## config.mk

```make
export PLATFORM = sky130hd
export DESIGN_NAME = sma_window_buffer_flat
export DESIGN_NICKNAME = d
export VERILOG_FILES = /design/src/rtl/sma_window_buffer_if.sv /design/src/rtl/sma_window_buffer.sv /design/src/flat_wrapper.sv
export SDC_FILE = /design/constraint.sdc
export NUM_CORES = 1
export LEC_CHECK = 0
export BUFFER_PORTS_ARGS = -buffer_cell sky130_fd_sc_hd__buf_2
export CAP_MARGIN = 20
export CORE_ASPECT_RATIO = 0.9
export CORE_UTILIZATION = 30
export DETAILED_ROUTE_END_ITERATION = 10
export PLACE_DENSITY = 0.49
export SYNTH_ARGS = -nofsm -noshare
export SYNTH_HDL_FRONTEND = slang
export SYNTH_SLANG_ARGS = --single-unit
```

## constraint.sdc

```tcl
create_clock -name clk -period 2.1 [get_ports clk]
set_clock_uncertainty 0.2 [all_clocks]
set_input_delay 0.315 -clock clk [delete_from_list [all_inputs] [get_ports clk]]
set_output_delay 0.315 -clock clk [all_outputs]
set_load 0.02 [all_outputs]
```

## src/rtl/sma_window_buffer_if.sv

```systemverilog
// Handshake and window bus between the sample source, the window buffer and the adder tree.
// The master modport is the upstream/downstream environment; the slave modport is the buffer.
interface sma_window_buffer_if #(
    parameter int unsigned DATA_WIDTH  = 8,
    parameter int unsigned BUFFER_SIZE = 4,
    parameter int unsigned CNT_WIDTH   = $clog2(BUFFER_SIZE + 1)
) ();
    logic [DATA_WIDTH-1:0]             in_data;
    logic                              in_valid;
    logic                              in_ready;
    logic                              out_ready;
    logic                              out_valid;
    logic [DATA_WIDTH*BUFFER_SIZE-1:0] data_out_vector;
    logic [CNT_WIDTH-1:0]              fill_count;
    logic                              full;

    modport master (
        output in_data, in_valid, out_ready,
        input  in_ready, out_valid, data_out_vector, fill_count, full
    );

    modport slave (
        input  in_data, in_valid, out_ready,
        output in_ready, out_valid, data_out_vector, fill_count, full
    );
endinterface

```

## src/rtl/sma_window_buffer.sv

```systemverilog
// Sliding-window shift register feeding the SMA adder tree; slot 0 is the newest sample.
// out_valid flags a full window that has not yet been consumed downstream.
module sma_window_buffer #(
    parameter int unsigned DATA_WIDTH  = 8,
    parameter int unsigned BUFFER_SIZE = 4,
    parameter int unsigned CNT_WIDTH   = $clog2(BUFFER_SIZE + 1)
) (
    input  logic               clk,
    input  logic               rst_n,
    input  logic               clear,
    sma_window_buffer_if.slave bus
);
    typedef enum logic [0:0] {StFill, StRun} state_e;

    localparam logic [CNT_WIDTH-1:0] CntMax = CNT_WIDTH'(BUFFER_SIZE);

    state_e                                 state_q, state_d;
    logic [BUFFER_SIZE-1:0][DATA_WIDTH-1:0] win_q, win_d;
    logic [CNT_WIDTH-1:0]                   cnt_q, cnt_d;
    logic                                   out_valid_q, out_valid_d;
    logic                                   full_q, full_d;
    logic                                   accept;

    // Stalls only while an unconsumed window is held; clear deliberately does not gate it.
    assign bus.in_ready = !out_valid_q || bus.out_ready;
    assign accept       = bus.in_valid && bus.in_ready && !clear;

    always_comb begin
        state_d     = state_q;
        win_d       = win_q;
        cnt_d       = cnt_q;
        out_valid_d = out_valid_q;
        if (clear) begin
            state_d     = StFill;
            win_d       = '0;
            cnt_d       = '0;
            out_valid_d = 1'b0;
        end else if (accept) begin
            win_d = {win_q[BUFFER_SIZE-2:0], bus.in_data};
            if (cnt_q != CntMax) begin
                cnt_d = cnt_q + 1'b1;
            end
            unique case (state_q)
                StFill: begin
                    if (cnt_d == CntMax) begin
                        state_d     = StRun;
                        out_valid_d = 1'b1;
                    end
                end
                StRun: out_valid_d = 1'b1;
            endcase
        end else if (out_valid_q && bus.out_ready) begin
            out_valid_d = 1'b0;
        end
        full_d = (cnt_d == CntMax);
    end

    always_ff @(posedge clk or negedge rst_n) begin
        if (!rst_n) begin
            state_q     <= StFill;
            win_q       <= '0;
            cnt_q       <= '0;
            out_valid_q <= 1'b0;
            full_q      <= 1'b0;
        end else begin
            state_q     <= state_d;
            win_q       <= win_d;
            cnt_q       <= cnt_d;
            out_valid_q <= out_valid_d;
            full_q      <= full_d;
        end
    end

    assign bus.out_valid       = out_valid_q;
    assign bus.data_out_vector = win_q;
    assign bus.fill_count      = cnt_q;
    assign bus.full            = full_q;
endmodule

```

## src/flat_wrapper.sv

```systemverilog
// flat-port wrapper written by rule: the top's interface ports become plain ports
module sma_window_buffer_flat 
#(
    parameter int unsigned DATA_WIDTH  = 8,
    parameter int unsigned BUFFER_SIZE = 4,
    parameter int unsigned CNT_WIDTH   = $clog2(BUFFER_SIZE + 1)
)
  (clk, rst_n, clear, bus_in_data, bus_in_valid, bus_out_ready, bus_in_ready, bus_out_valid, bus_data_out_vector, bus_fill_count, bus_full);
  sma_window_buffer_if #(.DATA_WIDTH(DATA_WIDTH), .BUFFER_SIZE(BUFFER_SIZE), .CNT_WIDTH(CNT_WIDTH)) bus_i ();
  input  logic clk;
  input  logic rst_n;
  input  logic clear;
  input wire logic [$bits(bus_i.in_data)-1:0] bus_in_data;
  input wire logic [$bits(bus_i.in_valid)-1:0] bus_in_valid;
  input wire logic [$bits(bus_i.out_ready)-1:0] bus_out_ready;
  output wire logic [$bits(bus_i.in_ready)-1:0] bus_in_ready;
  output wire logic [$bits(bus_i.out_valid)-1:0] bus_out_valid;
  output wire logic [$bits(bus_i.data_out_vector)-1:0] bus_data_out_vector;
  output wire logic [$bits(bus_i.fill_count)-1:0] bus_fill_count;
  output wire logic [$bits(bus_i.full)-1:0] bus_full;
  assign bus_i.in_data = bus_in_data;
  assign bus_i.in_valid = bus_in_valid;
  assign bus_i.out_ready = bus_out_ready;
  assign bus_in_ready = bus_i.in_ready;
  assign bus_out_valid = bus_i.out_valid;
  assign bus_data_out_vector = bus_i.data_out_vector;
  assign bus_fill_count = bus_i.fill_count;
  assign bus_full = bus_i.full;
  sma_window_buffer #(.DATA_WIDTH(DATA_WIDTH), .BUFFER_SIZE(BUFFER_SIZE), .CNT_WIDTH(CNT_WIDTH)) u_core (.clk(clk), .rst_n(rst_n), .clear(clear), .bus(bus_i));
endmodule
```

==> run_results.csv, run 1 <==
group,metric,value,unit
yosys,synth_area_leaders,"dfrtp_1 (56%), a21oi_1 (9.9%), o21ai_0 (9.9%)",
floorplanning,core_area,5380,um^2
finish,layout-drive-gt1-share,0.2996,
floorplanning,dieWidth,81.59,um
cts,postCtsResizedCells,0,
routing,drt_pre_antenna_iters,4,
routing,wirelength,4473,um
sta,fin_setup_tns,0,ps
outcome,outcome,"finished clean",
sta,slew-limit-headroom,0.6753,
yosys,synth-seq-cells,38,
yosys,ys_warn_count,0,
place,dp_hpwl,2746,um
yosys,synth_area_leader_cell,"dfrtp_1",
cts,cts_tree,"yes",
sta,fmax,522.0,MHz
floorplanning,rows,25,
job,maxCapViolCount,0,
cts,htree_levels,2,
yosys,ys_types,26,
sta,timing.final.ws_setup,184.5,ps
finish,num-nets-final,241,
power,power.switching,0.3871,mW
floorplanning,die_area,6007,um^2
global_routing,antenna_found_initial,0,
power,p_total,1.455,mW
yosys,synth_area,1710,um^2
cts,clk_latency,290,ps
finish,final_util,0.3958,
yosys,muxShareOfSynthArea,0.005852,
finish,n_antenna_cell,0,
critical_path,criticalPathCategory,"flip-flop to flip-flop",
critical_path,cp_max_fo,7,
global_routing,grt_pass1_wl,7196,um
cts,clk_pin_slew,80,ps
routing,drc,0,
critical_path,worst_setup_path_start_kind,"flip-flop",
routing,viasPerCell,5.187,
global_routing,grt_use_total,0.1595,
critical_path,crit_path_end_kind,"flip-flop",
sta,slew_violations,0,
routing,wl_per_cell,15.21,um
power,switching_share,0.2660,
critical_path,cp_data_arrival_time,1890,ps
place,post-place-ws,202.6,ps
yosys,synth_edf_count,0,
global_routing,grt_pass1_vias,1421,
sta,setup_violations,0,
routing,drt-initial-drc-count,135,
floorplanning,initial_core_util,0.3179,
power,pwr-share-comb,0.109,
yosys,synth_top_family_by_area,"compound AO/OA/AOI/OAI gates",
routing,ant_nets,0,
finish,design_area,2130,um^2
power,leakage,1.020,nW
power,vdd_drop_max,255.5,uV
yosys,synth_nets,195,
routing,vias,1525,
sta,rsz0062_at_grt,"false",
cts,root_buffer,"clkbuf_8",
yosys,synthXorXnorAreaFrac,0.005121,
yosys,synthAdderAreaFrac,0.01463,
critical_path,critPathRequiredTime,2070,ps
yosys,ys_seq_area_frac,0.5560,
sta,tightest_slew,487.0,ps
yosys,avgSynthCellArea,9.502,um^2
power,power_frac_seq,0.528,
yosys,synthTopCellsByCount,"dfrtp_1 (38), a21oi_1 (34), o21ai_0 (34)",
cts,numCtsBuffers,5,
yosys,syn-instance-count,180,
global_routing,grt_remaining_overflow,0,
global_routing,grt_max_degree,37,
sta,final_hold_viol_count,0,
power,cellPowerDensity,683.3,nW/um^2
cts,cts_sinks,38,
yosys,synthMostInstantiatedCell,"dfrtp_1",
power,power.share.clock,0.363,
yosys,synth_top_area_frac,0.5560,
place,io_buffers,50,
sta,period_minus_slack,1916,ps
sta,period_share,0.9122,
yosys,synthSimpleGateAreaFrac,0.1339,
place,finalWeightedCongestion,0.7772,
yosys,async_flop_share,1.000,
yosys,ys.flop_type,"dfrtp_1",
hold_path,hold_path.class,"input port to flip-flop",
yosys,synth-compound-area-share,0.2297,
finish,area_delta_synth_final,24.51,%
power,internal-power,1.068,mW
cts,clock_path_buffers,2,
place,dpl_cell_area,2028,um^2
floorplanning,fp.dieH,73.63,um
floorplanning,ios,51,
[area by class of cell]
cell class                      count  area [um^2]
Timing Repair Buffer               57        317.8
Fill cell                         567         3251
Multi-Input combinational cell    120        668.1
Clock buffer                        7        86.33
Tap cell                           67        83.83
Inverter                            4        17.52
Clock inverter                      1        5.005
Sequential cell                    38        950.9
[power groups by stage]
stage	combinational, mW	sequential [mW]	clock [mW]
5_1_grt	0.178	0.771	0.561
3_5_place_dp	0.159	0.783	0
6_report	0.158	0.768	0.529
3_3_place_gp	0.160	0.783	0
2_1_floorplan	0.0643	0.805	0
4_1_cts	0.161	0.768	0.545
[layer usage]
layer	wire length, um	GRT usage	vias to the layer above
li1	-	-	739
met1	2218	0.2260	745
met2	1994	0.2315	37
met3	233	0.04596	4
met4	27	0.05458	0
met5	0	0	-
[worst paths after layout]
path | endpoint | start | slack (ps) | cells after the start
worst max-delay path | u_core.bus.full$_DFF_PN0_ | u_core.bus.fill_count[0]$_DFF_PN0_ | 180 | 5
worst min-delay path | u_core.bus.data_out_vector[6]$_DFFE_PN0P_ | bus_in_data[6] | 60 | 3
worst max register to register | u_core.bus.full$_DFF_PN0_ | u_core.bus.fill_count[0]$_DFF_PN0_ | 180 | 5
worst min register to register | u_core.bus.data_out_vector[26]$_DFFE_PN0P_ | u_core.bus.data_out_vector[26]$_DFFE_PN0P_ | 340 | 2
max in group asynchronous | u_core.bus.data_out_vector[13]$_DFFE_PN0P_ | rst_n | 910 | 3
min in group asynchronous | u_core.bus.data_out_vector[23]$_DFFE_PN0P_ | rst_n | 310 | 2
[cell families after synthesis]
family,Yosys count
AO/OA/AOI/OAI,74
XOR/XNOR,1
adder cells (fa/ha/maj),2
buffers and inverters,22
flip-flops,38
multiplexers,1
AND/OR/NAND/NOR,42
[cells in the final DEF, fill, tap and decap left out, drive strengths merged]
cell type and instances:
and3b 1, nor2b 1, xnor2 1, nor2 1, a21oi 34, clkbuf 7, o31ai 1, dlygate4sd3 1
mux2i 1, nand2 1, or4 1, a21o 1, o41ai 3, ha 2, or3 1, a2111o 1
and2 1, buf 56, clkinv 1, inv 4, or2b 2, nand3 33, dfrtp 38, o21ai 34
[stage by stage]
step	cells	hold slack (ps)
after floorplan	180	-180.6
after global placement	285	114.0
after detailed placement	285	113.4
after CTS	294	54.04
after global routing	294	74.73
final	294	58.46
[state kept, by name (all words and copies together) (netlist names)]
register,flops
u_core.bus.out_valid,1
u_core.bus.data_out_vector,32
u_core.state_q,1
u_core.bus.full,1
u_core.bus.fill_count,3
[worst max-delay path, stage by stage, from the launching register on]
cell and delay (ps):
dfrtp_1 460, inv_1 90, ha_1 150, and3b_1 170, or3_4 380, o41ai_1 360
[what timing repair did]
action / 4_1_cts / 5_1_grt
hold buffers: 1 / 0
hold endpoints to repair: 19 / 0
buffers inserted: 0 / 0
(Power assumes the default switching activity.)
==> run 2: changes to the inputs <==
--- a/config.mk
+++ b/config.mk
@@ -9,6 +9,7 @@
 export CAP_MARGIN = 20
 export CORE_ASPECT_RATIO = 0.9
 export CORE_UTILIZATION = 30
+export CTS_BUF_LIST = sky130_fd_sc_hd__clkbuf_16
 export DETAILED_ROUTE_END_ITERATION = 10
 export PLACE_DENSITY = 0.49
 export SYNTH_ARGS = -nofsm -noshare
==> run 2 against run 1 <==
Cell area increased by 2.2%. Die area unchanged. Sequential share of layout area decreased by 0.95 points. First-iteration DRC count increased by 5.9%. Power increased by 12%. Core utilization increased by 0.86 points.
==> run_results.csv, run 2 (synthesis gave the netlist of run 1 again) <==
group,metric,value,unit
critical_path,worst_setup_path_start_kind,"flip-flop",
sta,period_share,0.9035,
critical_path,reg2reg_from,"u_core.bus.fill_count[0]$_DFF_PN0_",
finish,largest_reg_flops,32,
routing,ant_nets,0,
finish,n_antenna_cell,0,
job,maxCapViolCount,0,
cts,htree_levels,2,
place,dp_hpwl,2746,um
global_routing,grt_pass1_wl,7251,um
sta,fin_setup_tns,0,ps
sta,tightest_slew,500.1,ps
routing,wl_per_cell,15.26,um
routing,wirelength,4485,um
routing,drt_pre_antenna_iters,4,
finish,area_delta_synth_final,27.21,%
floorplanning,ios,51,
hold_path,hold_path.class,"input port to flip-flop",
cts,cts_sinks,38,
hold_path,holdCritStartpoint,"bus_in_data[6]",
sta,slew-limit-headroom,0.6666,
cts,root_buffer,"clkbuf_16",
floorplanning,rows,25,
global_routing,grt_max_degree,37,
cts,clk_pin_slew,60,ps
place,post-place-ws,202.6,ps
floorplanning,die_area,6007,um^2
sta,timing.final.ws_setup,202.7,ps
global_routing,grt_use_total,0.1622,
floorplanning,fp.dieH,73.63,um
global_routing,antenna_found_initial,0,
sta,fmax,527.1,MHz
critical_path,cp_data_arrival_time,1860,ps
finish,layout-drive-gt1-share,0.2952,
cts,numCtsBuffers,5,
power,cellPowerDensity,752.0,nW/um^2
critical_path,critPathRequiredTime,2060,ps
finish,final_common_cell,"buf_2",
power,vdd_drop_max,419.9,uV
critical_path,criticalPathCategory,"flip-flop to flip-flop",
finish,num-nets-final,241,
critical_path,crit_path_end_kind,"flip-flop",
cts,post_cts_buffers,0,
floorplanning,core_area,5380,um^2
floorplanning,initial_core_util,0.3179,
cts,postCtsResizedCells,0,
routing,drc,0,
critical_path,r2r_slack,200,ps
floorplanning,dieWidth,81.59,um
critical_path,cp_max_fo,7,
cts,clock_path_buffers,2,
power,leakage,1.045,nW
sta,rsz0062_at_grt,"false",
routing,drt-initial-drc-count,143,
global_routing,grt_remaining_overflow,0,
cts,cts_tree,"yes",
critical_path,critPathLaunch,"u_core.bus.fill_count[0]$_DFF_PN0_",
routing,vias,1542,
routing,viasPerCell,5.245,
cts,clk_latency,280,ps
sta,period_minus_slack,1897,ps
finish,fillers,558,
sta,setup_violations,0,
power,p_total,1.636,mW
global_routing,grt_pass1_vias,1431,
place,finalWeightedCongestion,0.7772,
sta,slew_violations,0,
place,io_buffers,50,
sta,final_hold_viol_count,0,
outcome,outcome,"finished clean",
finish,final_cell_mix,"buf_2 (50), dfrtp_1 (38), o21ai_0 (34), a21oi_1 (34), nand3_1 (33)",
[run 2: final cells by class]
cell class,count,area [um^2],share of cell area
Clock buffer,5,125.1,0.05750
Clock inverter,3,12.51,0.005750
Inverter,4,17.52,0.008051
Multi-Input combinational cell,120,668.1,0.3071
Sequential cell,38,950.9,0.4370
Tap cell,67,83.83,0.03853
Timing Repair Buffer,57,317.8,0.1461
[run 2: repair_timing]
item | in CTS | in global routing
endpoints found under the setup margin | 0 | 0
hold buffers | 1 | 0
endpoints found under the hold margin | 19 | 0
[run 2: final timing paths]
kind,endpoint,depth (start not counted)
worst min-delay path,u_core.bus.data_out_vector[6]$_DFFE_PN0P_,3
worst min register to register,u_core.bus.data_out_vector[26]$_DFFE_PN0P_,2
min in group asynchronous,u_core.bus.fill_count[2]$_DFF_PN0_,2
worst max register to register,u_core.bus.full$_DFF_PN0_,5
worst max-delay path,u_core.bus.full$_DFF_PN0_,5
max in group asynchronous,u_core.bus.data_out_vector[13]$_DFFE_PN0P_,3
[run 2: per-stage QoR]
stage,instances,instance area [um^2],utilization,hold slack [ps]
after floorplan,180,1710,-,-180.6
after global placement,285,2028,0.3770,114.0
after detailed placement,285,2028,0.3770,113.4
after CTS,294,2176,0.4044,75.49
after global routing,294,2176,0.4044,96.96
final,294,2176,0.4044,80.33
[run 2: critical path: stages, from the launching register on]
cell and delay (ps):
dfrtp_1 450, inv_1 80, ha_1 150, and3b_1 170
or3_4 380, o41ai_1 350
[run 2: per-layer routing]
layer | track usage | wire length (um)
met1 | 0.2277 | 2218
met2 | 0.2333 | 1969
met3 | 0.04596 | 231
met4 | 0.06628 | 65
met5 | 0 | 0
[run 2: power breakdown]
part	switching, mW	total (mW)	internal, mW
combinational	0.107	0.159	0.0517
sequential	0.0172	0.770	0.752
clock	0.279	0.708	0.429
==> run 3: changes to the inputs <==
==> constraint.sdc (replaced) <==
create_clock -name clk -period 1.76 [get_ports clk]
set_clock_uncertainty 0.2 [all_clocks]
set_input_delay 0.264 -clock clk [delete_from_list [all_inputs] [get_ports clk]]
set_output_delay 0.264 -clock clk [all_outputs]
set_load 0.02 [all_outputs]
==> run 3 against run 2 <==
Worst hold slack worse by 51 ps. Count of clock-buffer cells in the layout unchanged. Core utilization rose by 1.4 points. Combinational power grew 29%. Sequential share of layout area down 1.4 points. Clock power up 19%. Critical path depth stayed put. Largest power group unchanged.
==> run_results.csv, run 3 (synthesis gave the netlist of run 1 again) <==
group,metric,value,unit
critical_path,cp_data_arrival_time,1670,ps
hold_path,holdCritStartpoint,"bus_in_data[1]",
critical_path,max_stage_delay,430,ps
floorplanning,ios,51,
sta,period_share,0.9633,
global_routing,grt_pass1_vias,1506,
cts,post_cts_buffers,0,
sta,fmax,589.8,MHz
cts,htree_levels,2,
sta,final_hold_viol_count,0,
critical_path,critPathLaunch,"u_core.bus.fill_count[0]$_DFF_PN0_",
global_routing,grt_pass1_wl,7527,um
critical_path,path_cells,"inv_2 > ha_1 > and3b_1 > or3_4 > o41ai_2",
finish,n_antenna_cell,0,
finish,final_common_cell,"buf_2",
cts,root_buffer,"clkbuf_16",
global_routing,grt_use_total,0.1638,
floorplanning,core_area,5380,um^2
power,leakage,1.087,nW
finish,final_cell_mix,"buf_2 (50), dfrtp_1 (36), o21ai_0 (34), a21oi_1 (34), nand3_1 (33)",
power,cellPowerDensity,871.0,nW/um^2
floorplanning,initial_core_util,0.3179,
finish,largest_reg_flops,32,
critical_path,worst_setup_path_start_kind,"flip-flop",
routing,vias,1559,
finish,fillers,559,
global_routing,antenna_found_initial,0,
routing,drt-initial-drc-count,119,
critical_path,crit_path_top_delay_cell,"dfrtp_2",
critical_path,critPathRequiredTime,1730,ps
cts,cts_sinks,38,
cts,cts_tree,"yes",
finish,area_delta_synth_final,31.75,%
critical_path,reg2reg_from,"u_core.bus.fill_count[0]$_DFF_PN0_",
critical_path,crit_path_end_kind,"flip-flop",
routing,viasPerCell,5.197,
sta,rsz0062_at_grt,"true",
cts,clk_latency,270,ps
finish,multi_input_area,698.2,um^2
sta,setup_violations,0,
floorplanning,dieWidth,81.59,um
sta,slew_violations,0,
job,maxCapViolCount,0,
finish,regArea,953.4,um^2
sta,slew-limit-headroom,0.7303,
sta,timing.final.ws_setup,64.55,ps
critical_path,crit_buf_inv,1,
power,vdd_drop_max,442.0,uV
sta,period_minus_slack,1695,ps
place,dp_hpwl,2828,um
place,post-place-ws,-29.55,ps
critical_path,cp_max_fo,4,
hold_path,hold_path.class,"input port to flip-flop",
routing,wirelength,4529,um
global_routing,grt_max_degree,37,
finish,design_area,2253,um^2
place,finalWeightedCongestion,0.6685,
global_routing,grt_remaining_overflow,0,
sta,tightest_slew,404.6,ps
cts,clock_path_buffers,2,
critical_path,criticalPathCategory,"flip-flop to flip-flop",
routing,wl_per_cell,15.10,um
floorplanning,fp.dieH,73.63,um
place,dpl_cell_area,2101,um^2
finish,num-nets-final,247,
sta,fin_setup_tns,0,ps
place,io_buffers,50,
critical_path,crit_family,"simple AND/OR/NAND/NOR gates",
finish,layout-drive-gt1-share,0.3476,
routing,drc,0,
cts,numCtsBuffers,5,
cts,clk_pin_slew,60,ps
outcome,outcome,"finished clean",
floorplanning,die_area,6007,um^2
routing,ant_nets,0,
routing,drt_pre_antenna_iters,5,
floorplanning,rows,25,
==> run 3: final timing paths <==
check | endpoint | slack, ps | depth (start not counted)
max | u_core.bus.full$_DFF_PN0_ | 60 | 5
max in group asynchronous | u_core.bus.data_out_vector[15]$_DFFE_PN0P_ | 700 | 3
min in group asynchronous | u_core.bus.data_out_vector[27]$_DFFE_PN0P_ | 220 | 2
min | u_core.bus.data_out_vector[1]$_DFFE_PN0P_ | 30 | 3
max reg2reg | u_core.bus.full$_DFF_PN0_ | 60 | 5
min reg2reg | u_core.bus.data_out_vector[24]$_DFFE_PN0P_ | 340 | 2
==> run 3: what timing repair did <==
item,4_1_cts,5_1_grt
pin swaps,1,0
endpoints found under the hold margin,38,0
gates resized for setup,0,2
setup endpoints to repair,1,2
hold buffers,1,0
==> run 3: routing by layer <==
layer	track usage	wire [um]	share of wire
met5	0	0	0
met4	0.04678	42	0.0093
met3	0.03230	220	0.049
met2	0.2370	2033	0.45
met1	0.2459	2233	0.49
==> run 3: final cells by class <==
class	instances	area share
sequential	38	0.4231
multi-input combinational	120	0.3098
timing repair buffer	63	0.1610
clock buffer	5	0.05552
tap	67	0.03720
inverter	4	0.007773
clock inverter	3	0.005552
==> run 3: worst register-to-register path, stage by stage (launching register included) <==
cell	delay, ps
dfrtp_2	430
inv_2	50
ha_1	140
and3b_1	170
or3_4	400
o41ai_2	210
==> run 3: per-stage QoR <==
| step | utilization | power (mW) | std cells | hold slack (ps) |
|---|---|---|---|---|
| 6_report | 0.4188 | 1.963 | 300 | 28.91 |
| 5_1_grt | 0.4188 | 2.055 | 300 | 42.42 |
| 4_1_cts | 0.4179 | 2.001 | 300 | 24.30 |
| 3_5_place_dp | 0.3905 | 1.139 | 291 | -22.69 |
| 3_3_place_gp | 0.3905 | 1.141 | 291 | -21.65 |
| 2_1_floorplan | - | 1.042 | 180 | -231.6 |
==> run 3: power by group <==
part	internal, mW	switching (mW)	total, mW	leakage, nW
sequential	0.899	0.0198	0.918	0.519
clock	0.511	0.328	0.839	0.0724
combinational	0.0705	0.135	0.205	0.495
total	1.48	0.482	1.96	1.09
